==> src/rtl/trigger_capture_fifo_inf_c_if.sv <==
// data_inf_c: valid/ready/data stream interface that also carries the clock
// and the active-low asynchronous reset.
//   clock  - stream clock; all state updates on its rising edge
//   rst_n  - asynchronous active-low reset
//   valid  - producer has a word on data
//   ready  - consumer accepts the word this cycle
//   data   - payload, DSIZE bits
interface data_inf_c #(
  parameter int DSIZE = 32
) (
  input logic clock,
  input logic rst_n
);
  logic             valid;
  logic             ready;
  logic [DSIZE-1:0] data;

  modport master (input clock, input rst_n, input ready, output valid, output data);
  modport slave  (input clock, input rst_n, input valid, input data, output ready);
endinterface

==> src/rtl/trigger_capture_fifo_inf_c.sv <==
// trigger_capture_fifo_inf_c: captures `data` on every cycle `trigger` is
// high into a first-word-fall-through FIFO and streams it out on out_inf.
// A trigger that finds the FIFO full, with no pop in the same cycle, is
// dropped: overflow pulses for one cycle and drop_cnt counts (saturating).
//   trigger   - capture request, one capture per high cycle
//   data      - value sampled on a trigger cycle
//   out_inf   - master side of the output stream; supplies clock and rst_n
//   overflow  - one-cycle pulse for each dropped trigger
//   drop_cnt  - saturating count of dropped triggers
//   level     - current FIFO occupancy, 0..DEPTH
module trigger_capture_fifo_inf_c #(
  parameter int DSIZE = 32,
  parameter int DEPTH = 4,
  parameter int CNT_W = 16
) (
  input  logic                   trigger,
  input  logic [DSIZE-1:0]       data,
  data_inf_c.master              out_inf,
  output logic                   overflow,
  output logic [CNT_W-1:0]       drop_cnt,
  output logic [$clog2(DEPTH):0] level
);

  localparam int AW = $clog2(DEPTH);
  localparam int LW = AW + 1;

  if ($bits(out_inf.data) != DSIZE || DEPTH < 2 || (DEPTH & (DEPTH - 1)) != 0) begin : g_bad_cfg
    $error("trigger_capture_fifo_inf_c: DSIZE must match out_inf and DEPTH must be a power of 2 >= 2");
  end

  logic             clk;
  logic             rst_n;
  logic [DSIZE-1:0] mem [DEPTH];
  logic [AW-1:0]    wr_ptr;
  logic [AW-1:0]    rd_ptr;
  logic [LW-1:0]    level_nxt;
  logic             push;
  logic             pop;

  assign clk   = out_inf.clock;
  assign rst_n = out_inf.rst_n;

  // A full FIFO still accepts a trigger when the head leaves in the same
  // cycle; that is the only path by which ready influences capture.
  assign pop  = out_inf.valid && out_inf.ready;
  assign push = trigger && ((level < LW'(DEPTH)) || pop);

  always_comb begin
    level_nxt = level;
    case ({push, pop})
      2'b10:   level_nxt = level + LW'(1);
      2'b01:   level_nxt = level - LW'(1);
      default: level_nxt = level;
    endcase
  end

  always_ff @(posedge clk or negedge rst_n) begin
    if (!rst_n) begin
      wr_ptr        <= '0;
      rd_ptr        <= '0;
      level         <= '0;
      out_inf.valid <= 1'b0;
      overflow      <= 1'b0;
      drop_cnt      <= '0;
    end else begin
      // Pointers are AW bits wide and DEPTH is a power of 2, so the
      // increment wraps DEPTH-1 -> 0 on its own.
      if (push) wr_ptr <= wr_ptr + AW'(1);
      if (pop)  rd_ptr <= rd_ptr + AW'(1);
      level         <= level_nxt;
      out_inf.valid <= (level_nxt != '0);
      overflow      <= trigger && !push;
      if (trigger && !push && (drop_cnt != '1)) drop_cnt <= drop_cnt + CNT_W'(1);
    end
  end

  // Storage is not reset; stale words are never visible because valid is.
  always_ff @(posedge clk) begin
    if (push) mem[wr_ptr] <= data;
  end

  assign out_inf.data = mem[rd_ptr];

endmodule
==> src/flat_wrapper.sv <==
// flat-port wrapper written by rule: the top's interface ports become plain ports
module trigger_capture_fifo_inf_c_flat 
#(
  parameter int DSIZE = 32,
  parameter int DEPTH = 4,
  parameter int CNT_W = 16
)
  (trigger, data, overflow, drop_cnt, level, clock, rst_n, out_inf_ready, out_inf_valid, out_inf_data);
  data_inf_c #(.DSIZE(DSIZE)) out_inf_i (.clock(clock), .rst_n(rst_n));
  input  logic trigger;
  input  logic [DSIZE-1:0] data;
  output logic overflow;
  output logic [CNT_W-1:0] drop_cnt;
  output logic [$clog2(DEPTH):0] level;
  input wire logic clock;
  input wire logic rst_n;
  input wire logic [$bits(out_inf_i.ready)-1:0] out_inf_ready;
  output wire logic [$bits(out_inf_i.valid)-1:0] out_inf_valid;
  output wire logic [$bits(out_inf_i.data)-1:0] out_inf_data;
  assign out_inf_i.ready = out_inf_ready;
  assign out_inf_valid = out_inf_i.valid;
  assign out_inf_data = out_inf_i.data;
  trigger_capture_fifo_inf_c #(.DSIZE(DSIZE), .DEPTH(DEPTH), .CNT_W(CNT_W)) u_core (.trigger(trigger), .data(data), .out_inf(out_inf_i), .overflow(overflow), .drop_cnt(drop_cnt), .level(level));
endmodule
==> config.mk <==
export PLATFORM = sky130hd
export DESIGN_NAME = trigger_capture_fifo_inf_c_flat
export DESIGN_NICKNAME = d
export VERILOG_FILES = /design/src/rtl/trigger_capture_fifo_inf_c_if.sv /design/src/rtl/trigger_capture_fifo_inf_c.sv /design/src/flat_wrapper.sv
export SDC_FILE = /design/constraint.sdc
export NUM_CORES = 1
export LEC_CHECK = 0
export CORE_ASPECT_RATIO = 2
export CORE_UTILIZATION = 30
export DETAILED_ROUTE_END_ITERATION = 6
export DONT_BUFFER_PORTS = 1
export PLACE_DENSITY = 0.47
export SETUP_SLACK_MARGIN = 0.02
export SYNTH_ARGS = -nofsm -noshare
export SYNTH_HDL_FRONTEND = slang
export SYNTH_SLANG_ARGS = --single-unit
==> constraint.sdc <==
create_clock -name clock -period 2.7 [get_ports clock]
set_input_delay 0.81 -clock clock [delete_from_list [all_inputs] [get_ports clock]]
set_output_delay 0.81 -clock clock [all_outputs]
set_load 0.05 [all_outputs]
Word level (Yosys, flattened, before mapping)
Memory sizes are Yosys's and may differ from the RTL's.
Index checks and enable logic that the tools add are counted.
- register bits: 25
- memory bits (writable): 128
- bits of input ports: 36
- word-level logic and storage cells: 26
- memories: 1
- $add $sub $neg: 5
- order comparisons: 1
- equal/unequal tests: 3
- muxes and demuxes: 3
- reductions and logical operators: 7
- memory list (memory ; words ; width ; rd ports ; clocked after memory_dff ; wr ports ; line ; text):
    u_core.mem ; 4 ; 32 ; 1 ; 0 ; 1 ; trigger_capture_fifo_inf_c.sv:33 ; logic [DSIZE-1:0] mem [DEPTH];
- operator list (kind ; number):
    adder 16 x 1 -> 16 bit (second input constant) ; 1
    inequality test 16 bit (second input constant) ; 1
    one-hot mux 3 bit (2 select lines) ; 1
    adder 2 x 1 -> 2 bit (second input constant) ; 2
    logical AND 1 bit ; 4
    adder 3 x 1 -> 3 bit (second input constant) ; 1
    < comparator 3 bit (second input constant) ; 1
    nonzero test 3 bit ; 1
    subtractor 3 x 1 -> 3 bit (second input constant) ; 1
    equality test 2 x 1 -> 1 bit (second input constant) ; 1
    equality test 2 bit (second input constant) ; 1
    2-to-1 mux 1 bit ; 2
    logical NOT 1 bit ; 1
    logical OR 1 bit ; 1

Logic depth before layout (Yosys ltp)
- word-level depth: 6
- depth in mapped cells: 9
- depth with buffers taken out: 9

Worst setup path before layout
Ideal clock, no wire load.
- path kind: input to register
- from: input port out_inf_ready
- to: register u_core.out_inf.valid
- library setup time: 0.131 ns
- data arrival time: 2.600 ns
- setup slack: -0.031 ns
- stages: 7
- path through: nand2_1 a21boi_1 inv_1 ha_1 fa_1 mux2_2 or3_1
- longest elaborated chain between the ends: 6
- elaborated cells on any way between the ends: 7
- those cells by class: 2 x eq/ne; 1 x mux; 4 x reduce/logical
- ends and longest elaborated chain (what ; line ; text):
    start, declared ; flat_wrapper.sv:17 ; input wire logic [$bits(out_inf_i.ready)-1:0] out_inf_ready;
    logical AND 1 bit (*) ; trigger_capture_fifo_inf_c.sv:45 ; assign pop = out_inf.valid && out_inf.ready;
    logical OR 1 bit ; trigger_capture_fifo_inf_c.sv:46 ; assign push = trigger && ((level < LW'(DEPTH)) || pop);
    logical AND 1 bit ; trigger_capture_fifo_inf_c.sv:46 ;
    equality test 2 x 1 -> 1 bit / equality test 2 bit (equally long branches) ; trigger_capture_fifo_inf_c.sv:50 ; case ({push, pop})
    one-hot mux 3 bit (2 select lines) (*) ; trigger_capture_fifo_inf_c.sv:50 ;
    via u_core.level_nxt[1] ; trigger_capture_fifo_inf_c.sv:36 ; logic [LW-1:0] level_nxt;
    nonzero test 3 bit (*) ; trigger_capture_fifo_inf_c.sv:71 ; out_inf.valid <= (level_nxt != '0);
    end signal, assigned ; trigger_capture_fifo_inf_c.sv:71 ;
    end, declared ; trigger_capture_fifo_inf_c_if.sv:18 ; modport master (input clock, input rst_n, input ready, output valid, output data);
The timed path passes the listed nets; every way through them passes the cells marked *.
A chain may end at the register's enable or synchronous reset.

Worst setup path in the final report
- from: register u_core.rd_ptr[0]
- to: output port out_inf_data[28]
- longest elaborated chain between the ends: 1
- ends and longest elaborated chain (what ; line ; text):
    start, declared ; trigger_capture_fifo_inf_c.sv:35 ; logic [AW-1:0] rd_ptr;
    start signal, assigned ; trigger_capture_fifo_inf_c.sv:69 ; if (pop) rd_ptr <= rd_ptr + AW'(1);
    memory (4 x 32 bit) ; n/a ;
    end, declared ; flat_wrapper.sv:19 ; output wire logic [$bits(out_inf_i.data)-1:0] out_inf_data;
Every way passes these cells.

==> run summary <==
The run finished with clean final reports. For this design the static power due to leakage is 2.41 nW. After global routing the overflow that remains totals 0. Along the worst path, the maximum fanout reaches 14. The floorplan step set the die width to 101 µm. For this run, the share of the core covered by cells in the final layout is 36.2%.

Number of distinct library cells after synthesis: 33. The type of origin of the critical path was a flip-flop. The floorplan has 72 rows. The number of antenna violations at the first check in global routing is 0. Placement-stage cell area: 6390 µm². Across the run, the number of max-cap violations was 0. Across the routed clock network, the largest skew measured is 12.5 ps. The die covers 20200 µm². Counting flops with a built-in enable in the synthesized netlist gives 128. For the total wire length after detailed routing, the log shows 11600 µm.

Before antenna repair, the detailed router went through 4 iterations. The tools report the number of global-route vias before repair as 2980. In the synthesized netlist the dominant register cell turns out to be sky130_fd_sc_hd__edfxtp_1. Buffers inserted to repair hold after CTS numbered 0.

Tracing the worst setup path back leads to its startpoint at u_core.rd_ptr[0]$_DFFE_PN0P_. After the first detailed-routing iteration, the DRC count stood at 125. The post-synthesis net count is 322, and the worst endpoint data arrival time is 1760 ps.

For the achievable clock frequency, the log shows 388 MHz. For the worst-skew pair later-pin latency, the log shows 420 ps. Routability-driven placement finished with a final weighted congestion of 0.686.

Setup repair after global routing left no endpoint under its margin. The worst path in the final design needs a cycle of 2570 ps, including I/O delays and setup. The tools report the count of endpoints failing hold in the final timing report as 0. No sink is reached through more buffers than the 2 on the longest clock path.

The number of nets in the finished design is 354, and the minimum setup slack in the final design is 125 ps. For the pin count of the biggest net entering global routing, the log shows 33. The worst reg-to-reg setup slack is 470 ps, and the warning count from the yosys run is 0. The per-cell via count in the routed design was 4.54; the overall power was 8.55 mW. The area growth from synthesis to layout is 18.9%. The post-synthesis area per instance was 21.1 µm². Clock tree synthesis found a total of 153 sinks. In this run the standard cell core region covers 19300 µm². Timing analysis after detailed placement gives a worst setup slack of 51.3 ps. The run gives 30.5% as the starting density of the core.

For the relative slew slack, the log shows 57.1%. The worst setup path is of the reg2out kind. During I/O placement, the number of pins put on the boundary was 89. The final routed DRC violation total came out at 0. The die height works out to 200 µm. Of the cells placed in the final design, the portion with a size suffix greater than 1 is 32.4%. In this run the power density over the cells is 1220 nW/µm². The wire-length estimate of the detail-placed layout is 7480 µm. The average routed wire per standard cell is 19.9 µm. For the worst flop-to-flop path, the logic depth is 7. The share of the cycle needed by the critical path after routing is 95.4%. Synthesis produced 279 cells.

The startpoint identified for the worst register-to-register timing path is u_core.out_inf.valid$_DFF_PN0_. The type of the worst min-delay path was in2async. Setup violations remaining at the end of the flow were counted as 0.

The final route contains 2647 vias. The global-route wire length before repair is 17400 µm, and the final number of max-transition violations is 0. Adding up every negative setup slack in the final design gives 0 ps.

Clock-pin slew was measured on the worst setup and hold paths at 70 ps. TritonCTS created 17 clock buffers. For this run, the register share of the synthesized area comes to 76.1%. The run gives 12.3% as the overall fraction of global-route tracks in use. STA classifies the critical path endpoint as a primary output. The transition time at the pin with the least slew margin was 644 ps; the final antenna-violating net count was 0. For the number of H-tree levels, the log shows 4. TritonCTS built the clock tree. The cell area that synthesis handed to floorplanning was 5870 µm².

The required time reported for the critical path endpoint came out at 1890 ps. Counting flops and latches in the post-synthesis netlist gives 153. The run gives 0.000493 V as the maximum resistive drop on vdd.

The run gives 0 as the antenna diode instance count. Input and output buffers added on the ports amount to 0. The tree is rooted in a sky130_fd_sc_hd__clkbuf_16.

The tools report the total non-filler cell area in the finished layout as 6980 µm². The endpoint identified for the worst register-to-register timing path is u_core.out_inf.valid$_DFF_PN0_. The share of synthesized flip-flops with an asynchronous set or reset works out to 16.3%.
-- logic make-up (layout without fill, tap and decap cells) --
kind of cell / after synthesis / count (layout) / synth area share [%]
fa+ha+maj: 7 / 7 / 1.62
flops: 153 / 153 / 76.1
mux: 35 / 35 / 12.9
simple gates: 46 / 46 / 5.00
compound gates: 3 / 3 / 0.362
xor+xnor: 20 / 20 / 2.98
buf+inv: 15 / 60 / 1.04
-- cell usage in the layout (no fill, tap or decap), types with 2 or more instances in the layout --
cell type	n
sky130_fd_sc_hd__nand3_1	3
sky130_fd_sc_hd__mux2_2	2
sky130_fd_sc_hd__mux4_2	32
sky130_fd_sc_hd__nand2_1	11
sky130_fd_sc_hd__or2_2	2
sky130_fd_sc_hd__xnor2_1	6
sky130_fd_sc_hd__nor4_1	4
sky130_fd_sc_hd__nor2_1	3
sky130_fd_sc_hd__bufinv_16	2
sky130_fd_sc_hd__ha_1	6
sky130_fd_sc_hd__inv_8	2
sky130_fd_sc_hd__nor3_1	5
sky130_fd_sc_hd__buf_4	17
sky130_fd_sc_hd__clkbuf_16	17
sky130_fd_sc_hd__edfxtp_1	128
sky130_fd_sc_hd__clkinvlp_4	4
sky130_fd_sc_hd__nand4_1	4
sky130_fd_sc_hd__clkinv_4	4
sky130_fd_sc_hd__dfrtp_2	2
sky130_fd_sc_hd__and2_2	4
sky130_fd_sc_hd__dfrtp_1	23
sky130_fd_sc_hd__inv_6	2
sky130_fd_sc_hd__buf_12	4
sky130_fd_sc_hd__xor2_1	14
sky130_fd_sc_hd__inv_1	6
-- layout make-up --
class / instances / area [µm²]
clock buffers: 17 / 425
clock inverters: 15 / 169
fillers: 1845 / 12300
inverters: 6 / 22.5
multi-input cells: 111 / 1350
flip-flops and latches: 153 / 4470
well taps: 259 / 324
repair buffers: 22 / 219
-- critical path: stages (launching register included) --
cell,delay [ps]
sky130_fd_sc_hd__dfrtp_2,400
sky130_fd_sc_hd__buf_6,230
sky130_fd_sc_hd__mux4_2,710
-- Yosys cell counts, drive strengths merged, types with 2 or more instances --
library cell    n  share of area [%]
inv             6               0.38
nand3           4               0.43
mux2            3               0.64
buf             4               0.34
dfrtp          25                 11
nand2          11               0.70
xor2           14                2.1
clkbuf          5               0.32
nor4            6                1.0
nand4           5               0.64
mux4           32                 12
and2            4               0.43
xnor2           6               0.89
or2             2               0.21
edfxtp        128                 65
nor2            4               0.30
ha              6                1.3
nor3            5               0.43
-- timing repair --
| action | CTS | global route |
|---|---|---|
| endpoints found under the hold margin | 0 | 0 |
| resized for setup | 1 | 0 |
| setup buffers | 0 | 0 |
| setup endpoints to repair | 12 | 0 |
-- registers in the layout, summed over array words and instances (netlist names) --
signal / flops
u_core.mem: 128
u_core.wr_ptr: 2
u_core.overflow: 1
u_core.drop_cnt: 16
u_core.rd_ptr: 2
u_core.level: 3
u_core.out_inf.valid: 1
-- per-stage QoR --
step                      hold WS [ps]  cells
after floorplan                    514    279
after global placement             493    551
after detailed placement           503    551
after CTS                         54.8    583
after global routing              55.5    583
final                             77.4    583
-- report_power, final --
group	leakage, nW	switching, mW	internal, mW
sequential	1.48	0.292	3.02
combinational	0.646	2.04	0.830
clock	0.278	0.984	1.38
total	2.41	3.32	5.23
-- layer usage --
layer	routed length [µm]	vias to the layer above	global-route usage, %
li1	-	1183	-
met1	3920	1369	11.8
met2	6640	84	22.9
met3	843	11	4.74
met4	205	0	5.15
met5	0	-	0
-- worst max-delay path by stage --
stage,cells past startpoint,end
finish,2,out_inf_data[28]
global route,2,out_inf_data[28]
CTS,2,out_inf_data[28]
detailed placement,7,u_core.out_inf.valid$_DFF_PN0_
global placement,7,u_core.out_inf.valid$_DFF_PN0_
floorplan,7,u_core.out_inf.valid$_DFF_PN0_
Power figures use the tool's default switching activity.
